`src/rtl/stim_sequencer.sv`:
```
// Sweeps a 4-bit stimulus vector through all 16 values and records the response of a downstream function.
// Optional macro STIM_CAPTURE_EN enables the truth_table capture; without it truth_table is tied to zero.
module stim_sequencer #(
  parameter int unsigned HOLD_CYCLES = 4
) (
  input  logic        clk,
  input  logic        rst,
  input  logic        start,
  input  logic        abort,
  input  logic        f,
  output logic        w0,
  output logic        w1,
  output logic        w2,
  output logic        w3,
  output logic        busy,
  output logic        done,
  output logic [15:0] truth_table
);

  // state  | meaning
  // IDLE   | waiting for start, stimulus forced to 0
  // DRIVE  | presenting vector index for HOLD_CYCLES cycles
  // SAMPLE | one cycle, f captured into truth_table[index] at its end
  // DONE   | one-cycle done pulse, then back to IDLE
  typedef enum logic [1:0] {IDLE, DRIVE, SAMPLE, DONE} state_t;

  localparam logic [7:0] HOLD_LAST = 8'(HOLD_CYCLES - 1);

  state_t     state, state_nxt;
  logic [3:0] index, index_nxt;
  logic [7:0] hold_cnt, hold_cnt_nxt;
  logic       presenting;

  always_ff @(posedge clk or posedge rst) begin
    if (rst) begin
      state    <= IDLE;
      index    <= 4'd0;
      hold_cnt <= 8'd0;
    end else begin
      state    <= state_nxt;
      index    <= index_nxt;
      hold_cnt <= hold_cnt_nxt;
    end
  end

  always_comb begin
    state_nxt    = state;
    index_nxt    = index;
    hold_cnt_nxt = hold_cnt;
    case (state)
      IDLE: begin
        if (start && !abort) begin
          state_nxt    = DRIVE;
          index_nxt    = 4'd0;
          hold_cnt_nxt = 8'd0;
        end
      end
      DRIVE: begin
        if (abort) begin
          state_nxt = IDLE;
        end else if (hold_cnt == HOLD_LAST) begin
          state_nxt = SAMPLE;
        end else begin
          hold_cnt_nxt = hold_cnt + 8'd1;
        end
      end
      SAMPLE: begin
        if (abort) begin
          state_nxt = IDLE;
        end else if (index == 4'd15) begin
          state_nxt = DONE;
        end else begin
          state_nxt    = DRIVE;
          index_nxt    = index + 4'd1;
          hold_cnt_nxt = 8'd0;
        end
      end
      DONE: begin
        state_nxt = IDLE;
      end
      default: begin
        state_nxt = IDLE;
      end
    endcase
  end

  // An abort seen during DONE also suppresses that cycle's done pulse.
  assign presenting       = (state == DRIVE) || (state == SAMPLE);
  assign busy             = (state != IDLE);
  assign done             = (state == DONE) && !abort;
  assign {w3, w2, w1, w0} = presenting ? index : 4'd0;

`ifdef STIM_CAPTURE_EN
  always_ff @(posedge clk or posedge rst) begin
    if (rst) begin
      truth_table <= 16'h0000;
    end else if ((state == SAMPLE) && !abort) begin
      truth_table[index] <= f;
    end
  end
`else
  logic unused_f;
  assign unused_f    = f;
  assign truth_table = 16'h0000;
`endif

endmodule

```
`config.mk`:
```
export PLATFORM = sky130hd
export DESIGN_NAME = stim_sequencer
export DESIGN_NICKNAME = d
export VERILOG_FILES = /design/src/rtl/stim_sequencer.sv
export SDC_FILE = /design/constraint.sdc
export NUM_CORES = 1
export LEC_CHECK = 0
export ABC_AREA = 1
export CORE_MARGIN = 2
export CORE_UTILIZATION = 40
export CTS_CLUSTER_DIAMETER = 80
export CTS_CLUSTER_SIZE = 10
export DETAILED_ROUTE_END_ITERATION = 8
export GPL_TIMING_DRIVEN = 0
export PLACE_DENSITY_LB_ADDON = 0.08
export SLEW_MARGIN = 20
export SYNTH_ARGS = -nofsm -noshare
export SYNTH_HDL_FRONTEND = slang
export SYNTH_SLANG_ARGS = --single-unit
```
`constraint.sdc`:
```
create_clock -name clk -period 4.2 [get_ports clk]
set_clock_uncertainty 0.15 [all_clocks]
set_input_delay 0.42 -clock clk [delete_from_list [all_inputs] [get_ports clk]]
set_output_delay 0.42 -clock clk [all_outputs]
set_load 0.005 [all_outputs]
```
# ---- Word level (Yosys, flattened, before mapping)
# Index checks and enable logic that the tools add are counted.
dict set report op_classes {
  addsub 2
  n_eq_ne 11
  n_mux 17
  n_reduce_logical 11
}
# cell n
set ops {}
lappend ops {{2-to-1 mux 8 bit} 5}
lappend ops {{one-hot mux 8 bit (3 select lines)} 1}
lappend ops {{2-to-1 mux 4 bit} 4}
lappend ops {{2-to-1 mux 2 bit} 5}
lappend ops {{inequality test 2 bit, second input constant} 5}
lappend ops {{adder 8 x 1 -> 8 bit, second input constant} 1}
lappend ops {{equality test 8 x 2 -> 1 bit, second input constant} 1}
lappend ops {{one-hot mux 2 bit (4 select lines)} 1}
lappend ops {{one-hot mux 4 bit (2 select lines)} 1}
lappend ops {{AND reduction 6 bit} 1}
lappend ops {{adder 4 x 1 -> 4 bit, second input constant} 1}
lappend ops {{equality test 2 bit, second input constant} 2}
lappend ops {{equality test 4 bit, second input constant} 1}
lappend ops {{AND reduction 4 bit} 1}
lappend ops {{nonzero test 2 bit} 2}
lappend ops {{inequality test 3 bit, second input constant} 1}
lappend ops {{nonzero test 3 bit} 1}
lappend ops {{equality test 2 x 1 -> 1 bit, second input constant} 1}
lappend ops {{logical AND 1 bit} 2}
lappend ops {{zero test 2 bit} 1}
lappend ops {{AND reduction 2 bit} 1}
lappend ops {{zero test 1 bit} 1}
lappend ops {{logical OR 1 bit} 1}
dict set report totals {
  register_bits 14
  inputBits 5
  out_inout_bits 22
  word_cells 44
}

# ---- Logic depth before layout (Yosys ltp)
# Gate-level depths: netlist of run 1.
dict set report logic_depth {
  word_depth 4
  mapped_depth 9
  depth_no_buf 9
}

# ---- Least setup slack after synthesis of run 1
# OpenSTA, ideal clock, no wires.
dict set report synth_path {
  path_type {reg2reg}
  from {register state[0]}
  to {register hold_cnt[5]}
  setup_time_ns 0.117
  t_arrival_ns 1.288
  t_required_ns 3.933
  setup_slack_ns 2.645
  path_stages_with_launch 9
  n_path_buf 0
  path_cell_list {dfrtp_1 > inv_1 > ha_1 > nand2_1 > nand3b_4 > nor2_8 > nand2_4 > nand2_1 > nand2_1}
}
dict set report synth_between {
  elab_chain_cells 3
}
# item line
set synth_lines {}
lappend synth_lines {{start: declaration} 29} ;# state_t state, state_nxt;
lappend synth_lines {{start signal: assignment} 40} ;# state <= state_nxt;
lappend synth_lines {{equality test 2 bit (tied with other cells)} 50} ;# case (state)
lappend synth_lines {{inequality test 2 bit (no source line) / nonzero test 3 bit (equally long branches)} --}
lappend synth_lines {{AND reduction 6 bit (no source line)} --}
lappend synth_lines {{end signal: assignment} 42} ;# hold_cnt <= hold_cnt_nxt;
lappend synth_lines {{end: declaration} 31} ;# logic [7:0] hold_cnt, hold_cnt_nxt;
# Parallel ways exist; a longest one is shown, timed or not.
# A chain may end at the register's enable or synchronous reset.

# ---- Worst setup path in the final report of run 1
dict set report layout_path {
  from {register state[0]}
  to {output port w0}
}
dict set report layout_between {
  elab_chain_cells 3
}
# item line
set layout_lines {}
lappend layout_lines {{equality test 2 x 1 -> 1 bit / equality test 2 bit (equally long branches)} 88} ;# assign presenting = (state == DRIVE) || (state == SAMPLE);
lappend layout_lines {{logical OR 1 bit (*)} 88}
lappend layout_lines {{2-to-1 mux 4 bit (*)} 91} ;# assign {w3, w2, w1, w0} = presenting ? index : 4'd0;
lappend layout_lines {{end: declaration} 11} ;# output logic w0,
# Mark *: on every way between the ends. The rest lies on a longest branch, timed or not.

==> results of run 1 <==
==> layout make-up <==
type                            instances  area, µm²
Buffer                                 16        120
Inverter                               20       75.1
Fill cell                             294       1370
Multi-Input combinational cell        132        677
Timing Repair Buffer                    9       90.1
Sequential cell                        14        350
Clock buffer                            4       36.3
Tap cell                               31       38.8
==> placed cells by master, fill, tap and decap left out, drive strengths merged, types with 3 or more instances in the layout <==
cell / n
o21bai: 3
nor2: 17
dfrtp: 14
inv: 20
nand3: 13
buf: 16
conb: 16
nand2: 61
ha: 8
clkdlybuf4s50: 9
clkbuf: 4
o21ai: 5
==> worst max-delay path, stage by stage, from the launching register on <==
cell             delay (ps)
dfrtp_1                 440
inv_1                   110
ha_1                    350
nand2_1                  70
inv_1                    50
clkdlybuf4s50_1         490
==> cells by family after synthesis <==
logic type      count (synthesis)  synth area share
simple gates                   97             0.386
buf+inv                        36             0.167
flops                          14             0.300
compound gates                 10            0.0494
fa+ha+maj                       8            0.0858
xor+xnor                        1           0.00751
other cells                     1           0.00322
==> path summary, 6_finish.rpt <==
path                                to  cells past startpoint  slack, ps   startpoint
max                                 w0                      5       1840     state[0]
min                           state[1]                      2        330          rst
max reg2reg                   state[1]                      7       2420     state[1]
min reg2reg                hold_cnt[4]                      2        400  hold_cnt[4]
max in group asynchronous     index[3]                      2       3170          rst
min in group clk           hold_cnt[4]                      2        400  hold_cnt[4]
==> power breakdown <==
part           leakage (µW)  switching [µW]  internal (µW)  total, µW
Sequential         0.000192            29.9            158        187
Clock             0.0000210            49.3           52.7        102
Combinational      0.000563             211            126        338
Total              0.000776             291            336        627
==> sequential cells by signal, summed over array words and instances, names as in the netlist <==
| signal | cells |
|---|---|
| state | 2 |
| hold_cnt | 8 |
| index | 4 |
==> metrics by stage <==
stage,hold slack [ps],area (µm²),instances
finish,334,1390,226
CTS,359,1390,226
detailed placement,381,1350,222
floorplan,159,1220,182
global placement,360,1350,222
global route,388,1390,226
==> per-layer routing <==
layer,routed length [µm],GRT usage
met5,0,0
met4,27,0.0897
met3,97,0.0201
met2,1050,0.255
met1,1090,0.196
==> impl_metrics.env, run 1 <==
export IMPL_die_area_mm2=0.00336
export IMPL_gr_usage_all_layers=0.155
export IMPL_p_leak_uw=0.000776
export IMPL_min_path_type="input pin to async pin"
export IMPL_grt_pass1_vias=963
export IMPL_cts_max_level=1
export IMPL_worst_setup_path_start_kind="flop"
export IMPL_drive_above_1_share=0.154
export IMPL_clk_pin_slew_ps=100
export IMPL_dp_hpwl_mm=1.76
export IMPL_grt_pass1_wl_mm=4.01
export IMPL_rsz0062_at_grt="false"
export IMPL_ant_nets=0
export IMPL_syn_inst=167
export IMPL_ctsHoldBuffers=0
export IMPL_setup_tns_ps=0
export IMPL_core_rowCount=19
export IMPL_area_growth_pct=19.0
export IMPL_synthFlopType="dfrtp_1"
export IMPL_clkLatencyLatePin_ps=290
export IMPL_cts_made_buffers=3
export IMPL_antenna_found_initial=0
export IMPL_post_cts_setup_buffer_count=0
export IMPL_cts_tree="done"
export IMPL_drv_slew=0
export IMPL_cts_root_buf="clkbuf_4"
export IMPL_maxCapViolations=0
export IMPL_cts_max_path_buffers=2
export IMPL_layout_min_cycle_time_ps=2360
export IMPL_dr_first_iter_drc_count=45
export IMPL_crit_fanout=5
export IMPL_max_slew_margin=0.612
export IMPL_nNetsFinal=209
export IMPL_synth_area_leaders="dfrtp_1 (30%), nand2_1 (18%), buf_4 (10%)"
export IMPL_worst_pin_slew_ps=581
export IMPL_setup_violations=0
export IMPL_crit_arrival_ps=1790
export IMPL_async_flop_share=1.00
export IMPL_synth_cell_type_count=23
export IMPL_synth_edf_count=0
export IMPL_yosys_warnings=0
export IMPL_overflow=0
export IMPL_vdd_ir_drop_max_v=0.000314
export IMPL_post_place_ws_ps=2100
export IMPL_vias=1014
export IMPL_synth_top_area_share=0.300
export IMPL_hold_viol=0
export IMPL_cp_end_kind="output pin"
export IMPL_coreArea_mm2=0.00276
export IMPL_synth_seq_cells=14
export IMPL_wire_per_inst_um=10.0
export IMPL_p_per_area_mw_per_mm2=452
export IMPL_grt_max_degree=15
export IMPL_post_cts_resized=0
export IMPL_path_class="flop to output pin"
export IMPL_top_level_ports=27
export IMPL_total_power_uw=627
export IMPL_yosysTopAreaCell="dfrtp_1"
export IMPL_wirelength_mm=2.27
export IMPL_status="completed"
export IMPL_seq_area_frac_synth=0.300
export IMPL_utilization=0.503
export IMPL_period_share=0.563
export IMPL_cts_sinks=14
export IMPL_port_buffer_count=9
export IMPL_remaining_drc_errors=0
export IMPL_start_util=0.423
export IMPL_die_h_um=58.0
export IMPL_critPathRequiredTime_ps=3630
export IMPL_dr_pass1_iters=4
export IMPL_fmax_ghz=0.423
export IMPL_netlist_area_mm2=0.00117
export IMPL_syn_area_per_cell_um2=6.98
export IMPL_via_per_inst=4.49
export IMPL_yosys_top_cells_count="nand2_1 (56), inv_1 (18), buf_4 (16), nor2_1 (15), dfrtp_1 (14)"
export IMPL_diodes=0
export IMPL_gp_congestion=0.825
export IMPL_setup_slack_ps=1840
export IMPL_die_w_um=58.0
export IMPL_yosysMostFrequentCell="nand2_1"
(Power assumes the default switching activity.)
==> run 2: changes to the inputs <==
==> constraint.sdc (replaced) <==
create_clock -name clk -period 2 [get_ports clk]
set_clock_uncertainty 0.15 [all_clocks]
set_input_delay 0.2 -clock clk [delete_from_list [all_inputs] [get_ports clk]]
set_output_delay 0.2 -clock clk [all_outputs]
set_load 0.005 [all_outputs]
==> run 2 against run 1 <==
Net effect:
- highest routed layer unchanged
- worst setup slack worse by 1700 ps
- critical endpoint is now done
- largest cell class unchanged
- non-clock buffer count is 2 higher
- critical path depth is the same
- clock power is 110% higher
==> impl_metrics.env, run 2 (same netlist as run 1, synthesis figures left out) <==
export IMPL_dp_hpwl_mm=1.76
export IMPL_cts_tree="done"
export IMPL_maxCapViolations=0
export IMPL_rsz0062_at_grt="false"
export IMPL_dr_first_iter_drc_count=39
export IMPL_regMostFlops="hold_cnt"
export IMPL_p_leak_uw=0.000862
export IMPL_clk_pin_slew_ps=100
export IMPL_via_per_inst=4.52
export IMPL_gr_usage_all_layers=0.159
export IMPL_post_place_ws_ps=173
export IMPL_swShare=0.453
export IMPL_coreArea_mm2=0.00276
export IMPL_cts_root_buf="clkbuf_4"
export IMPL_hold_viol=0
export IMPL_cts_sinks=14
export IMPL_reg_top3="hold_cnt x8, index x4, state x2"
export IMPL_min_path_type="input pin to async pin"
export IMPL_max_slew_margin=0.607
export IMPL_drv_slew=0
export IMPL_holdWs_ps=119
export IMPL_cts_max_level=1
export IMPL_crit_fanout=4
export IMPL_crit_arrival_ps=1550
export IMPL_top_level_ports=27
export IMPL_utilization=0.518
export IMPL_die_area_mm2=0.00336
export IMPL_overflow=0
export IMPL_wirelength_mm=2.32
export IMPL_port_buffer_count=9
export IMPL_combPwrFrac=0.576
export IMPL_drive_above_1_share=0.178
export IMPL_worst_pin_slew_ps=588
export IMPL_cp_end_kind="output pin"
export IMPL_setup_tns_ps=0
export IMPL_gp_congestion=0.825
export IMPL_setup_slack_ps=100
export IMPL_p_sw_uw=636
export IMPL_internal_power_uw=768
export IMPL_seq_power_share=0.272
export IMPL_remaining_drc_errors=0
export IMPL_critPathRequiredTime_ps=1650
export IMPL_clockPowerShare=0.152
export IMPL_cts_max_path_buffers=2
export IMPL_start_util=0.423
export IMPL_wire_per_inst_um=10.2
export IMPL_worst_setup_path_start_kind="flop"
export IMPL_dr_pass1_iters=4
export IMPL_vias=1031
export IMPL_period_share=0.950
export IMPL_status="completed"
export IMPL_total_power_uw=1400
export IMPL_grt_pass1_vias=984
export IMPL_vdd_ir_drop_max_v=0.000835
export IMPL_mostFrequentLayoutCells="nand2_1 (56), buf_4 (17), inv_1 (16), conb_1 (16), nor2_1 (15)"
export IMPL_setup_violations=0
export IMPL_fmax_ghz=0.526
export IMPL_grt_pass1_wl_mm=4.07
export IMPL_clkLatencyLatePin_ps=290
export IMPL_nNetsFinal=211
export IMPL_die_w_um=58.0
export IMPL_core_rowCount=19
export IMPL_final_common_cell="nand2_1"
export IMPL_path_class="flop to output pin"
export IMPL_ant_nets=0
export IMPL_largest_register_ffs=8
export IMPL_die_h_um=58.0
export IMPL_cts_made_buffers=3
export IMPL_diodes=0
export IMPL_antenna_found_initial=0
export IMPL_grt_max_degree=15
export IMPL_area_growth_pct=22.5
export IMPL_layout_min_cycle_time_ps=1900
export IMPL_p_per_area_mw_per_mm2=982
-- run 2: cell type report --
type	count	area (µm²)
flip-flops and latches	14	350
plain buffers	16	120
fillers	293	1330
repair buffers	11	119
inverters	20	75.1
well taps	31	38.8
multi-input cells	132	689
clock buffers	4	36.3
-- run 2: path summary, 6_finish.rpt --
kind                       cells past startpoint  slack (ps)     endpoint     start
hold / removal                                 2         120     state[1]       rst
max in group asynchronous                      2        1190     index[3]       rst
setup reg to reg                               8         240  hold_cnt[7]  state[1]
hold reg to reg                                2         400     index[1]  index[1]
setup / recovery                               5         100         done  state[0]
min in group clk                               2         400     index[1]  index[1]
-- run 2: worst max-delay path, stage by stage (launching register included) --
cell and delay (ps):
dfrtp_1 400, buf_6 130, ha_1 130, inv_1 30
nor2_1 70, clkdlybuf4s50_1 500
-- run 2: what timing repair did --
item                       4_1_cts  5_1_grt
pin swaps                        0        1
hold buffers                     0        0
setup buffers                    2        0
hold endpoints to repair         0        0
gates cloned                     0        0
setup endpoints to repair        5        5
resized for setup                2        6
-- run 2: through the flow --
stage               std cells  instance area [µm²]
floorplan                 182                 1220
global placement          222                 1350
detailed placement        222                 1350
CTS                       228                 1420
global route              228                 1430
finish                    228                 1430
-- run 2: power groups by stage --
stage	registers (µW)	logic, µW	clock network [µW]
3_5_place_dp	398	712	0
5_1_grt	387	916	241
4_1_cts	377	806	224
3_3_place_gp	393	699	0
6_report	382	808	214
2_1_floorplan	382	536	0
-- run 2: layer usage --
metal	vias up	share of wire	GRT usage
met5	-	0	0
met4	0	0.017	0.0963
met3	4	0.040	0.0223
met2	26	0.48	0.260
met1	453	0.46	0.197
li1	548	-	-
==> run 3: changes to the inputs <==
--- a/config.mk
+++ b/config.mk
@@ -7,7 +7,7 @@
 export LEC_CHECK = 0
 export ABC_AREA = 1
 export CORE_MARGIN = 2
-export CORE_UTILIZATION = 40
+export CORE_UTILIZATION = 45
 export CTS_CLUSTER_DIAMETER = 80
 export CTS_CLUSTER_SIZE = 10
 export DETAILED_ROUTE_END_ITERATION = 8
==> constraint.sdc (replaced) <==
create_clock -name clk -period 2 [get_ports clk]
set_clock_uncertainty 0.15 [all_clocks]
set_input_delay 0.4 -clock clk [delete_from_list [all_inputs] [get_ports clk]]
set_output_delay 0.4 -clock clk [all_outputs]
set_load 0.005 [all_outputs]
==> run 3 against run 2 <==
Net effect:
- non-clock buffer count grew 4
- routed wire length increased by 6.6%
- clock-buffer cell count unchanged
- first-iteration DRC count decreased by 51%
- global-route usage rose by 2.5 points
- combinational power rose by 8.9%
- hold slack gained 210 ps
- critical path depth is 1 higher
- cell area up 1.2%
- fmax fell by 0.36%
- critical path type unchanged
- largest cell class unchanged
- largest power group unchanged
- highest routed layer unchanged
==> impl_metrics.env, run 3 (same netlist as run 1, synthesis figures left out) <==
export IMPL_status="completed"
export IMPL_p_per_area_mw_per_mm2=1010
export IMPL_fillCellCount=228
export IMPL_wire_per_inst_um=10.7
export IMPL_layout_min_cycle_time_ps=1910
export IMPL_clkLatencyLatePin_ps=280
export IMPL_setup_violations=0
export IMPL_dr_pass1_iters=4
export IMPL_overflow=0
export IMPL_vdd_ir_drop_max_v=0.000762
export IMPL_hold_viol=0
export IMPL_critPathTopFamily="buffers and inverters"
export IMPL_crit_arrival_ps=1360
export IMPL_dp_cells=221
export IMPL_setup_tns_ps=0
export IMPL_coreArea_mm2=0.00248
export IMPL_cts_tree="done"
export IMPL_wirelength_mm=2.47
export IMPL_grt_max_degree=15
export IMPL_grt_pass1_wl_mm=3.90
export IMPL_area_growth_pct=24.0
export IMPL_critPathRequiredTime_ps=1450
export IMPL_reg_top3="hold_cnt x8, index x4, state x2"
export IMPL_gr_usage_all_layers=0.183
export IMPL_total_power_uw=1460
export IMPL_max_slew_margin=0.605
export IMPL_finalNonFillerCells=231
export IMPL_diodes=0
export IMPL_ant_nets=0
export IMPL_port_buffer_count=9
export IMPL_drv_slew=0
export IMPL_gp_congestion=0.818
export IMPL_grt_pass1_vias=912
export IMPL_die_w_um=54.9
export IMPL_worst_pin_slew_ps=592
export IMPL_remaining_drc_errors=0
export IMPL_core_rowCount=18
export IMPL_start_util=0.471
export IMPL_cts_max_level=1
export IMPL_min_path_type="input pin to async pin"
export IMPL_internal_power_uw=807
export IMPL_maxCapViolations=0
export IMPL_cts_sinks=14
export IMPL_top_level_ports=27
export IMPL_fmax_ghz=0.525
export IMPL_combPwrFrac=0.603
export IMPL_antenna_found_initial=0
export IMPL_nNetsFinal=215
export IMPL_path_class="flop to output pin"
export IMPL_crit_fanout=4
export IMPL_crit_slowest_cell="dfrtp_1"
export IMPL_timing_critical_path_buf_inv=4
export IMPL_regMostFlops="hold_cnt"
export IMPL_die_h_um=54.9
export IMPL_crit_path_cell_trace="buf_4 > inv_4 > ha_4 > nand2_1 > inv_1 > clkdlybuf4s15_1"
export IMPL_clockPowerShare=0.140
export IMPL_vias=1068
export IMPL_clk_pin_slew_ps=90
export IMPL_final_common_cell="nand2_1"
export IMPL_multi_input_area_um2=692
export IMPL_cts_max_path_buffers=2
export IMPL_worst_setup_path_start_kind="flop"
export IMPL_swShare=0.447
export IMPL_critPathMaxStageDelay_ps=360
export IMPL_largest_register_ffs=8
export IMPL_period_share=0.953
export IMPL_cts_root_buf="clkbuf_4"
export IMPL_via_per_inst=4.62
export IMPL_drive_above_1_share=0.204
export IMPL_dr_first_iter_drc_count=19
export IMPL_die_area_mm2=0.00301
export IMPL_mostFrequentLayoutCells="nand2_1 (56), buf_4 (21), inv_1 (16), conb_1 (16)"
export IMPL_cts_made_buffers=3
export IMPL_p_sw_uw=652
export IMPL_regArea_um2=350
export IMPL_p_leak_uw=0.000820
export IMPL_cp_end_kind="output pin"
export IMPL_seq_power_share=0.257
export IMPL_dp_hpwl_mm=1.82
## run 3: cell count changes in the layout (fill, tap and decap cells not counted), sizes merged
cell	before	now
clkdlybuf4s15	0	3
buf	18	22
clkbuf	4	5
dlygate4sd2	0	3
dlymetal6s2s	4	0
clkdlybuf4s50	5	2
## run 3: repair_timing
action,4_1_cts,5_1_grt
buffers inserted,6,0
hold buffers,0,0
endpoints found under the setup margin,6,6
gates resized for setup,10,9
## run 3: through the flow
stage	worst slack, ps	hold WS, ps	instance area, µm²	utilization
after floorplan	445	139	1220	-
after global placement	-60.1	359	1350	0.545
after detailed placement	-84.7	368	1350	0.545
after CTS	10.0	332	1440	0.579
after global routing	-6.43	388	1450	0.584
final	93.5	325	1450	0.584
## run 3: routing by layer
layer | track usage | up-vias | share of wire
li1 | - | 559 | -
met1 | 0.211 | 474 | 0.43
met2 | 0.343 | 33 | 0.51
met3 | 0.0269 | 2 | 0.059
met4 | 0.0610 | 0 | 0.0053
met5 | 0 | - | 0
## run 3: cell type report
| type | count | area share |
|---|---|---|
| Multi-Input combinational cell | 132 | 0.478 |
| Sequential cell | 14 | 0.242 |
| Timing Repair Buffer | 15 | 0.0900 |
| Buffer | 16 | 0.0830 |
| Inverter | 20 | 0.0554 |
| Tap cell | 30 | 0.0260 |
| Clock buffer | 4 | 0.0251 |
## run 3: worst paths after layout
| check | start | endpoint | slack, ps | cells past startpoint |
|---|---|---|---|---|
| worst max-delay path | state[1] | w1 | 90 | 6 |
| worst min-delay path | rst | hold_cnt[5] | 320 | 2 |
| worst max register to register | state[1] | state[1] | 150 | 9 |
| worst min register to register | hold_cnt[1] | hold_cnt[1] | 390 | 2 |
| max in group asynchronous | rst | hold_cnt[2] | 990 | 2 |
| min in group clk | hold_cnt[1] | hold_cnt[1] | 390 | 2 |
## run 3: power by group through the flow
stage / clock [µW] / sequential, µW / combinational (µW)
after floorplan: 0 / 382 / 536
after global placement: 0 / 392 / 702
after detailed placement: 0 / 395 / 718
after CTS: 218 / 371 / 858
after global routing: 225 / 382 / 991
final: 204 / 375 / 880
